### src/rtl/control_divisor.sv
// Run/stop and rate controller: divides clk into clk_out/tick and applies new rates only at full-period boundaries.
// Optional macro DIV_PERIOD_CNT_EN adds a 16-bit period_cnt output counting completed periods.
module control_divisor #(
  parameter int F_IN     = 75000000,
  parameter int CNT_W    = 26,
  parameter int DEF_HALF = F_IN / 2
) (
  input  logic             clk,
  input  logic             rst,
  input  logic             en,
  input  logic             cfg_valid,
  input  logic [CNT_W-1:0] cfg_half,
  output logic             cfg_ready,
  output logic             clk_out,
  output logic             tick,
  output logic             running
`ifdef DIV_PERIOD_CNT_EN
  ,
  output logic [15:0]      period_cnt
`endif
);

  typedef enum logic [1:0] {
    ST_STOP  = 2'd0,
    ST_RUN   = 2'd1,
    ST_DRAIN = 2'd2
  } state_t;

  localparam logic [CNT_W-1:0] DEF_EFF = (DEF_HALF == 0) ? CNT_W'(1) : CNT_W'(DEF_HALF);

  state_t           state;
  logic [CNT_W-1:0] count;
  logic [CNT_W-1:0] half;
  logic [CNT_W-1:0] pending;
  logic             pend;

  logic xfer;
  logic toggle;
  logic rise;
  logic fall;
  logic quick_stop;

  // A zero half-period would never toggle, so it is promoted to 1 (clk/2)
  function automatic logic [CNT_W-1:0] eff_half(input logic [CNT_W-1:0] v);
    return (v == '0) ? CNT_W'(1) : v;
  endfunction

  assign cfg_ready  = (state == ST_STOP) || ((state == ST_RUN) && !pend);
  assign running    = (state != ST_STOP);
  assign xfer       = cfg_valid && cfg_ready;
  assign toggle     = (count == (half - CNT_W'(1)));
  assign rise       = toggle && !clk_out;
  assign fall       = toggle && clk_out;
  // Stopping at the very start of a period needs no drain: the output is already low
  assign quick_stop = (state == ST_RUN) && !en && !clk_out && (count == '0);

  always_ff @(posedge clk or posedge rst) begin
    if (rst) begin
      state   <= ST_STOP;
      count   <= '0;
      half    <= DEF_EFF;
      pending <= '0;
      pend    <= 1'b0;
      clk_out <= 1'b0;
      tick    <= 1'b0;
`ifdef DIV_PERIOD_CNT_EN
      period_cnt <= 16'd0;
`endif
    end else begin
      case (state)
        ST_STOP: begin
          count   <= '0;
          clk_out <= 1'b0;
          tick    <= 1'b0;
          pend    <= 1'b0;
          if (xfer) begin
            half <= eff_half(cfg_half);
          end else if (pend) begin
            half <= pending;
          end
          if (en) begin
            state <= ST_RUN;
`ifdef DIV_PERIOD_CNT_EN
            period_cnt <= 16'd0;
`endif
          end
        end
        ST_RUN, ST_DRAIN: begin
          if (quick_stop) begin
            state   <= ST_STOP;
            count   <= '0;
            clk_out <= 1'b0;
            tick    <= 1'b0;
            pend    <= 1'b0;
            if (xfer) begin
              half <= eff_half(cfg_half);
            end else if (pend) begin
              half <= pending;
            end
          end else begin
            tick <= rise;
            if (toggle) begin
              count   <= '0;
              clk_out <= ~clk_out;
            end else begin
              count <= count + CNT_W'(1);
            end
            // Falling edge closes a full period: safe point for rate change and stop
            if (fall) begin
`ifdef DIV_PERIOD_CNT_EN
              period_cnt <= period_cnt + 16'd1;
`endif
              if (pend) begin
                half <= pending;
                pend <= 1'b0;
              end
              if ((state == ST_DRAIN) || !en) begin
                state <= ST_STOP;
              end
            end else if ((state == ST_RUN) && !en) begin
              state <= ST_DRAIN;
            end
            if (xfer) begin
              pending <= eff_half(cfg_half);
              pend    <= 1'b1;
            end
          end
        end
        default: begin
          state   <= ST_STOP;
          count   <= '0;
          clk_out <= 1'b0;
          tick    <= 1'b0;
          pend    <= 1'b0;
        end
      endcase
    end
  end

endmodule

### config.mk
export PLATFORM = sky130hd
export DESIGN_NAME = control_divisor
export DESIGN_NICKNAME = d
export VERILOG_FILES = /design/src/rtl/control_divisor.sv
export SDC_FILE = /design/constraint.sdc
export NUM_CORES = 1
export LEC_CHECK = 0
export CAP_MARGIN = 20
export CORE_UTILIZATION = 52
export DETAILED_ROUTE_END_ITERATION = 7
export PLACE_DENSITY = 0.72
export SLEW_MARGIN = 0
export SYNTH_ARGS = -nofsm -noshare
export SYNTH_HDL_FRONTEND = slang
export SYNTH_SLANG_ARGS = --single-unit
### constraint.sdc
create_clock -name clk -period 10.35 [get_ports clk]
set_input_delay 2.5875 -clock clk [delete_from_list [all_inputs] [get_ports clk]]
set_output_delay 2.5875 -clock clk [all_outputs]
set_load 0.1 [all_outputs]
Word level (Yosys, flattened, before mapping) --
Cells that the tools add are included. Widths: inputs -> output; s select.
Storage, ports and cells: word-level logic and storage cells 65, flip-flop bits (word level) 83, input port bits 30
Cells by class: equality and inequality tests 9, bitwise logic cells 2, $add $sub $neg 2, reduce and logical (&&, ||, !) cells 21, mux-type cells 24
Operator list (count):
- $mux 26 | 8
- $logic_not 26->1 | 2
- $pmux 26 s2 | 1
- $add 26x1->26 const B | 1
- $eq 26x26->1 | 1
- $sub 26x1->26 const B | 1
- $ne 4x4->1 const B | 3
- $mux 2 | 5
- $mux 1 | 9
- $logic_and 1x1->1 | 7
- $ne 3x3->1 const B | 2
- $reduce_and 3->1 | 2
- $pmux 2 s2 | 1
- $reduce_bool 2->1 | 2
- $logic_not 1->1 | 3
- $eq 2x1->1 const B | 1
- $eq 2x2->1 const B | 1
- $logic_not 2->1 | 1
- $logic_or 1x1->1 | 2
- $ne 2x2->1 const B | 1
- $not 1->1 | 2
- $reduce_and 2->1 | 1
- $reduce_or 2->1 | 1

Longest topological paths before layout --
Gate-level depths: netlist (run 1).
depth in word-level cells 7, depth in mapped cells 12, mapped depth without buffers 10

Worst setup path before layout (run 1) --
No wires, ideal clock.
path type input to register, from input port en, to register half[15], slack 5.736 ns, setup time 0.073 ns, buffers on the path 1, data required time 10.277 ns, cell stages on the path 9, data arrival time 4.541 ns, path through nor2b_1 -> nor3b_1 -> nand4_1 -> o21ai_1 -> nand3_1 -> nand2_1 -> clkbuf_1 -> o22ai_1 -> a2bb2oi_2
Between the ends: longest elaborated chain between the ends 6
Ends and longest elaborated chain:
- start: declaration | RTL line 10 | input logic en,
- $logic_not 1->1 (*) | RTL line 55 | assign quick_stop = (state == ST_RUN) && !en && !clk_out && (count == '0);
- $logic_and 1x1->1 (*) (3 in a row) | RTL line 55
- $mux 26 / $ne 3x3->1 (equally long branches)
- $pmux 26 s2 / $reduce_and 2->1 (equally long branches)
- end signal: assignment | RTL line 77 | half <= eff_half(cfg_half);
- end signal: assignment | RTL line 79 | half <= pending;
- end signal: assignment | RTL line 96 | half <= eff_half(cfg_half);
- end: declaration | RTL line 33 | logic [CNT_W-1:0] half;
Mark *: on every way between the ends. The rest lies on a longest branch, timed or not. A chain may end at the register's enable or synchronous reset.

Final worst setup path (run 1) --
from input port en, to register half[24]
The elaborated chain is that of the path after synthesis.

==> results of run 1 <==
-- cells in the mapped netlist (6+ instances only) --
cell type | n | area share [%]
sky130_fd_sc_hd__xor2_1 | 33 | 5.9
sky130_fd_sc_hd__nand2_1 | 25 | 1.9
sky130_fd_sc_hd__clkbuf_1 | 10 | 0.76
sky130_fd_sc_hd__nand3_1 | 12 | 1.2
sky130_fd_sc_hd__a2bb2oi_2 | 20 | 6.1
sky130_fd_sc_hd__a2bb2oi_1 | 6 | 1.1
sky130_fd_sc_hd__ha_1 | 7 | 1.8
sky130_fd_sc_hd__inv_1 | 11 | 0.84
sky130_fd_sc_hd__and3_1 | 10 | 1.3
sky130_fd_sc_hd__nor4_1 | 14 | 1.8
sky130_fd_sc_hd__dfrtp_1 | 73 | 37
sky130_fd_sc_hd__mux2_2 | 26 | 5.9
sky130_fd_sc_hd__nor2_1 | 45 | 3.4
sky130_fd_sc_hd__dfstp_2 | 10 | 5.3
sky130_fd_sc_hd__nor3_1 | 12 | 1.2
sky130_fd_sc_hd__xnor2_1 | 24 | 4.3
sky130_fd_sc_hd__o22ai_1 | 29 | 3.7
-- cell type report --
cell class / count / area [µm²] / share of cell area, %
inverter: 11 / 42.5 / 0.775
tap: 111 / 139 / 2.53
clock buffer: 10 / 128 / 2.33
timing repair buffer: 38 / 388 / 7.07
clock inverter: 6 / 71.3 / 1.30
sequential: 83 / 2090 / 38.1
multi-input combinational: 347 / 2630 / 47.9
-- stage by stage --
| step | power [mW] | hold WS [ns] |
|---|---|---|
| 6_report | 1.53 | 0.515 |
| 5_1_grt | 1.62 | 0.520 |
| 2_1_floorplan | 1.19 | 0.480 |
| 4_1_cts | 1.53 | 0.514 |
| 3_5_place_dp | 1.29 | 0.496 |
| 3_3_place_gp | 1.26 | 0.488 |
-- routing by layer --
layer,global-route usage (%),up-vias,part of all wire (%)
met5,0,-,0
met4,7.47,0,2.1
met3,4.29,14,4.2
met2,34.8,78,46
met1,32.4,1823,48
li1,-,1767,-
-- how the worst min path moves through the flow --
| stage | end | slack (ns) | cells after the start |
|---|---|---|---|
| after global placement | pending[7] | 0.49 | 1 |
| after detailed placement | pending[2] | 0.50 | 1 |
| after global routing | pending[16] | 0.52 | 1 |
| final | pending[16] | 0.51 | 1 |
| after CTS | pending[11] | 0.51 | 1 |
| after floorplan | pending[0] | 0.48 | 1 |
-- flip-flops by register name (all words and copies together) (netlist names) --
| name | cells |
|---|---|
| clk_out | 1 |
| half | 26 |
| tick | 1 |
| pending | 26 |
| count | 26 |
| pend | 1 |
| state | 2 |
-- kinds of logic (layout without fill, tap and decap cells) --
kind of cell / count (synthesis) / after routing / synth area share, %
AO/OA/AOI/OAI: 90 / 90 / 16.1
buffers and inverters: 34 / 65 / 4.24
AND/OR/NAND/NOR: 163 / 163 / 18.5
flip-flops: 83 / 83 / 42.4
XOR/XNOR: 57 / 57 / 10.1
multiplexers: 30 / 30 / 6.76
adder cells (fa/ha/maj): 7 / 7 / 1.78
-- power groups by stage --
| stage | registers [mW] | logic [mW] | clock network, mW |
|---|---|---|---|
| after floorplan | 0.530 | 0.665 | 0 |
| after global placement | 0.583 | 0.681 | 0 |
| after detailed placement | 0.587 | 0.703 | 0 |
| after CTS | 0.581 | 0.706 | 0.243 |
| after global routing | 0.601 | 0.765 | 0.256 |
| final | 0.584 | 0.706 | 0.239 |
==> results.md, run 1 <==
- The sequential share of power is 38.2%.
- The cell count after synthesis came out at approximately 460.
- The capture point of the worst path is half[24].
- The number of placed cells counting well taps is 589.
- The finished layout holds 606 standard cells, fillers aside.
- In this run the mean area of a mapped cell was approximately 11 µm².
- Measured along the x axis, the die boundary spans about 99 µm.
- The final antenna diode count is 0.
- Summing all placed instances gives a cell area of 0.00526 mm².
- Entering global routing, the biggest net connects between 80 and 90 pins.
- The buffers inserted during post-CTS setup optimization is 0.
- The critical path startpoint category is an input pin.
- Internal power comes to just under 0.9 mW.
- The average wire length per cell after detail routing is roughly 17 µm.
- Across the VDD grid, the largest voltage drop is 0.000326 V.
- The die is just under 100 µm tall.
- The worst flop-to-flop path endpoint is half[24].
- In this run the standard cell core region covers just over 0.009 mm².
- Post-CTS repair changed the size of 0 cells.
- The clock root buffer is sky130_fd_sc_hd__clkbuf_8.
- The final period utilization is approximately 60%.
- The number of cells on the critical path is 9.
- Clock latency on the worst-skew pair, taken at its later pin, is approximately 0.36 ns.
- Setup slack closes at 4.14 ns.
- Wires add up to between 10000 and 15000 µm.
- The total number of vias is roughly 3700.
- The static leakage power is roughly 2.2 nW.
- Walking the worst path, the cells encountered are clkdlybuf4s50_1 > nor2b_1 > nor3b_1 > nand4_1 > o21ai_1 > nand3_1 > nand2_1 > o22ai_1 > a2bb2oi_2.
- The number of I/O port buffers is 33.
- The CTS tree is built.
- The critical path in this run is classified as input pin to register.
- The beginning of the worst hold path is pending[16].
- The via count of the first global-routing pass is 3599.
- The boundary pin count is 34.
- The total negative slack for setup checks is 0 ns.
- The worst stage delay on the critical path is roughly 1 ns.
- The count of state elements after synthesis is slightly above 80.
- The number of core rows is 35.
- The last weighted congestion value of the routability-driven placer is 0.936.
- Data on the critical path is required at its endpoint by 10.64 ns.
- The critical register-to-register path startpoint is count[0].
- Of the total power, combinational logic draws between 40% and 50%.
- Setup repair after global routing left no endpoint under its margin.
- Data arrives at the worst endpoint at ~6.5 ns.
- At the pin with the least slew margin, the transition time is roughly 1.0 ns.
- The share of the yosys chip area belonging to registers is between 40% and 50%.
- The buffer depth of the longest clock path is 2.
- Global routing used roughly 23% of the available tracks across all layers.
- Setup violations remaining at the end of the flow were counted as 0.
- The min-delay analysis places its worst path in the category register to register.
- The area growth from synthesis to layout is 11.5%.
- The initial antenna violation count is 0.
- The number of violations of the max-capacitance limit is 0.
- The number of buffers and inverters on the critical path is 1.
- The HPWL after detailed placement is ~7500 µm.
- The number of warnings issued by yosys is 0.
- Of the total power, the share spent switching nets is 41.8%.
- The largest fanout on the critical path is 28.
- The number of max-slew violations in the final report is 0.
- The count of nets left with antenna violations after detail routing is 0.
- The number of DRC violations after detailed-routing iteration 0 is between 200 and 250.
- For this run, asynchronously set or reset flops after synthesis account for 100%.
- After clock tree synthesis, the flow added hold-fix buffers numbering 0.
- The power per cell area is between 200 and 300 mW/mm².
- Cells with a size suffix above 1 make up 18.0% of the layout.
- The critical path starts at en.
- Once layout is done, the placed cells without fillers occupy roughly 0.0055 mm².
- Counting I/O delays and the setup requirement, the final critical path takes between 6 and 7 ns.
- In the layout the commonest cells are 73 x sky130_fd_sc_hd__dfrtp_1, 45 x sky130_fd_sc_hd__nor2_1, 33 x sky130_fd_sc_hd__xor2_1, 33 x sky130_fd_sc_hd__clkdlybuf4s50_1, 29 x sky130_fd_sc_hd__o22ai_1.
- Among all flip-flop cells after synthesis, the most frequent one is sky130_fd_sc_hd__dfrtp_1.
- On the critical path the largest part of the delay comes from simple AND/OR/NAND/NOR gates.
- After clock tree synthesis, the clock-pin slew on the worst setup and hold paths is 0.09 ns.
- The number of hold-slack violations in the final timing report came to 0.
- Yosys mapped a number of flops with a built-in enable equal to 0.
- The first detailed-routing pass took 5 iterations.
- The flow ran to the end, and the final reports show no timing, DRC or antenna violations.
- The total number of nets in the final design is roughly 530.
- Measured against its own limit, the worst slew margin works out to around 30%.
- For the final database, setup skew stands at approximately 0.015 ns.
- Fill cells in the final layout number roughly 750.
- The cell type of the slowest stage on the worst timing path is sky130_fd_sc_hd__nand2_1.
- The worst-case setup slack after placement is 3.85 ns.
- The average vias per placed instance is 6.08.
- The number of library cell types mapped by synthesis is between 50 and 60.
- The TritonCTS buffer count is 9.
- The cell area after synthesis is 0.00492 mm².
- The clock network accounts for 15.6% of the total power.
- The nature of the critical path endpoint is a register.
- Static timing analysis puts the maximum clock frequency at 161 MHz.
- For this run, design rule violations remaining after detail routing come to 0.
- The analysis attributes to net switching a power of between 0.6 and 0.7 mW.
- The wire length of the first global-routing pass is 17700 µm.
- For this run, the share of the core covered by cells in the final layout is around three fifths.
- CTS built an H-tree with a depth of 3.
- The path depth of the worst reg2reg path is 9.
- The number of nets handed over by synthesis was 501.
- The most frequent standard cell in the layout excluding fill and tap cells is sky130_fd_sc_hd__dfrtp_1.
- Once the floorplan was initialized, standard cells occupied between 50% and 60% of the core.
- Across all register-to-register paths, the minimum setup slack is 5.92 ns.
- For this design, the sink count on the clock tree is just over 80.
- The area of the die is around 0.01 mm².
- After global routing the overflow that remains totals 0.
No activity file was read; power rests on OpenSTA's default activity.
==> inputs of run 2 (changes only) <==
- clock period: 10.35 -> 6 ns (I/O delays scaled with it)
==> run 2 against run 1 <==
Against the previous run: largest cell class unchanged; sequential share of layout area increased by 0.13 points; utilization decreased by 0.20 points; sequential cell count unchanged; global-route usage increased by 0.40 points; worst setup slack got worse by 2.3 ns; clock skew decreased by 0.0071 ns; wire length increased by 3.8%; via count decreased by 1.1%; register-to-register slack got worse by 3.9 ns; critical path depth unchanged; clock-buffer cell count unchanged.
==> results.md, run 2 (synthesized netlist as in run 1, its figures left out) <==
- The maximum resistive drop on vdd is 0.000453 V (+39%).
- The HPWL after detailed placement is 7690 µm (+2.7%).
- The post-route cell area is 0.00547 mm² (-0.34%).
- The count of nets left with antenna violations after detail routing is 0 (unchanged).
- The required time at the endpoint of the critical path came to 6.29 ns (-4.35 ns).
- The sequential share of power is 38.1% (about the same).
- The fraction of power spent switching nets is 42.0% (+0.14 points).
- The maximum number of pins on one net before global-route repair came to 45 (-46%).
- The placeable core region was 0.00920 mm² (unchanged).
- The number of core rows is 35 (unchanged).
- The worst clock skew on the final layout is 0.00823 ns (-0.00708 ns).
- The worst hold margin is 0.515 ns (-0.000244 ns).
- The CTS tree is built.
- The average wire length per cell after detail routing is 17.7 µm (+3.8%).
- The boundary pin count is 34 (unchanged).
- The clock period minus final worst setup slack is around 4.2 ns.
- The die width was 99.3 µm (unchanged).
- The worst hold path belongs to the class register to register.
- The most congested layer reported by global routing is met2.
- The total number of nets in the final design is 527 (unchanged).
- The area of the multi-input gates was 0.00263 mm² (unchanged).
- The number of DRC violations after detailed-routing iteration 0 is 237 (-0.42%).
- STA classifies the critical path startpoint as an input pin.
- The number of placed cells counting well taps was 590 (+0.17%).
- The worst-case setup slack after placement is 1.54 ns (-2.31 ns).
- In the final layout, the registers with the most flip-flops are count (26), half (26), pending (26).
- The kind of cell with the highest combined delay along the critical path is simple AND/OR/NAND/NOR gates.
- The most frequent standard cell in the layout excluding fill and tap cells is sky130_fd_sc_hd__dfrtp_1.
- CTS placed an instance of sky130_fd_sc_hd__clkbuf_8 at the clock tree root.
- The start point of the critical path is en.
- The power per cell area was 484 mW/mm² (+74%).
- The overall power of the completed layout is 2.65 mW (+73%).
- In the finished design, the share of the clock period the worst path needs comes to between 60% and 70%.
- The critical path goes through clkdlybuf4s50_1 > nor2b_1 > nor3b_1 > nand4_1 > o21ai_1 > nand3_1 > nand2_1 > o22ai_1 > a2bb2oi_2.
- The filler cell count in the final layout came to 763 (+2.1%).
- The post-route non-filler standard cell count is 606 (unchanged).
- The deepest level of the CTS H-tree is 3 (unchanged).
- The total negative slack for setup checks is 0 ns (unchanged).
- The total DRC errors in the routed layout is 0 (unchanged).
- The average vias per placed instance came to 6.01 (-1.1%).
- The power dissipated by switching net loads came to 1.11 mW (+74%).
- The area of the die is 0.00986 mm² (unchanged).
- The largest fanout on the critical path was 26 (-7.1%).
- The setup violation total in the final timing report is 0 (unchanged).
- The relative contribution of the clock network to total power is 15.9% (+0.3 points).
- The ratio of cells with drive above 1 in the final layout is 18.0% (unchanged).
- The vertical die dimension is 99.3 µm (unchanged).
- The worst setup path is of the input pin to register kind.
- The leftover overflow at the end of global routing is 0 (unchanged).
- The met1 track demand over resource is 33.3% (+0.91 points).
- The last weighted congestion value of the routability-driven placer is 0.914 (-2.4%).
- The number of sinks on the clock net is 83 (unchanged).
- The met2 routing resource usage after global routing was 35.1% (+0.32 points).
- Setup repair after global routing left no endpoint under its margin.
- The beginning of the worst hold path is pending[6].
- The slowest stage of the critical path is the sky130_fd_sc_hd__nand2_1 cell.
- The global-route usage over all layers came to 23.1% (+0.40 points).
- The count of hold-fix buffers inserted at cts was 0 (unchanged).
- The total number of vias was 3642 (-1.1%).
- The worst slew margin relative to its limit was 35.2% (+5.0 points).
- The initial antenna violation count was 0 (unchanged).
- The clock transition at the registers of the reported paths was 0.09 ns (about the same).
- The number of violations of the max-capacitance limit is 0 (unchanged).
- The slew at the pin closest to its max-slew limit is 0.968 ns (-0.0758 ns).
- The total iterations of the first detailed-routing run is 4 (-1).
- The number of max-slew violations in the final report is 0 (unchanged).
- The wire length of the first global-routing pass is 18000 µm (+1.6%).
- The nature of the critical path endpoint is a register.
- The TritonCTS buffer count is 9 (unchanged).
- The number of instances resized during post-cts repair is 0 (unchanged).
- The run finished with clean final reports.
- The global-route track usage on met3 was 2.95% (-1.3 points).
- The cell area after placement is 0.00527 mm² (+0.14%).
- The number of hold-slack violations in the final timing report came to 0 (unchanged).
- Compared with the post-synthesis result, the final layout area differs by 11.1%.
- The critical path arrival was 4.45 ns (-2.05 ns).
- The buffers inserted during post-CTS setup optimization is 0 (unchanged).
- The via count of the first global-routing pass is 3611 (+0.33%).
- The maximum operating frequency is roughly 240 MHz.
- The critical register-to-register path startpoint is half[0].
- The final antenna diode count is 0 (unchanged).
- The worst path buffer plus inverter count was 1 (unchanged).
- The sequential cell area in the final layout was 0.00209 mm² (unchanged).
- The starting density of the core came to 53.5% (unchanged).
- The share of the core filled with cells is 59.5% (-0.20 points).
- The routed wire length is 10700 µm (+3.8%).
- The number of I/O port buffers is 33 (unchanged).
- The static leakage power is 2.15 nW (-0.20%).
- The internal power of the cells was 1.54 mW (+73%).
- In the layout the commonest cells are 73 x sky130_fd_sc_hd__dfrtp_1, 45 x sky130_fd_sc_hd__nor2_1, 33 x sky130_fd_sc_hd__xor2_1, 33 x sky130_fd_sc_hd__clkdlybuf4s50_1, 29 x sky130_fd_sc_hd__o22ai_1.
- The clock insertion delay at the later pin of the skew report is 0.36 ns (about the same).
- The part of the power in combinational logic is 46.1% (about the same).
- The buffer depth of the longest clock path is 2 (unchanged).
- The post-layout worst setup margin came to 1.84 ns (-2.30 ns).
- The worst stage delay on the critical path is 0.71 ns (-0.32 ns).
-- run 2: power groups by stage --
stage	sequential [mW]	clock [mW]	combinational, mW
CTS	1.00	0.428	1.23
finish	1.01	0.420	1.22
global placement	1.01	0	1.18
floorplan	0.914	0	1.15
global route	1.04	0.448	1.32
detailed placement	1.01	0	1.22
-- run 2: path summary, 6_finish.rpt --
kind | end | slack (ns) | depth (start not counted)
worst min register to register | pending[6] | 0.51 | 1
worst min-delay path | pending[6] | 0.51 | 1
worst max register to register | count[4] | 1.99 | 10
min in group asynchronous | pending[2] | 1.53 | 2
max in group asynchronous | half[21] | 3.46 | 3
worst max-delay path | half[6] | 1.84 | 9
-- run 2: layer usage --
metal / wire length, µm / part of all wire (%)
met5: 0 / 0
met4: 240 / 2.2
met3: 412 / 3.8
met2: 4850 / 45
met1: 5230 / 49
-- run 2: area by class of cell --
class,count,share of cell area (%)
Timing Repair Buffer,38,6.72
Inverter,11,0.778
Sequential cell,83,38.2
Tap cell,111,2.54
Clock inverter,6,1.33
Clock buffer,10,2.33
Multi-Input combinational cell,347,48.1
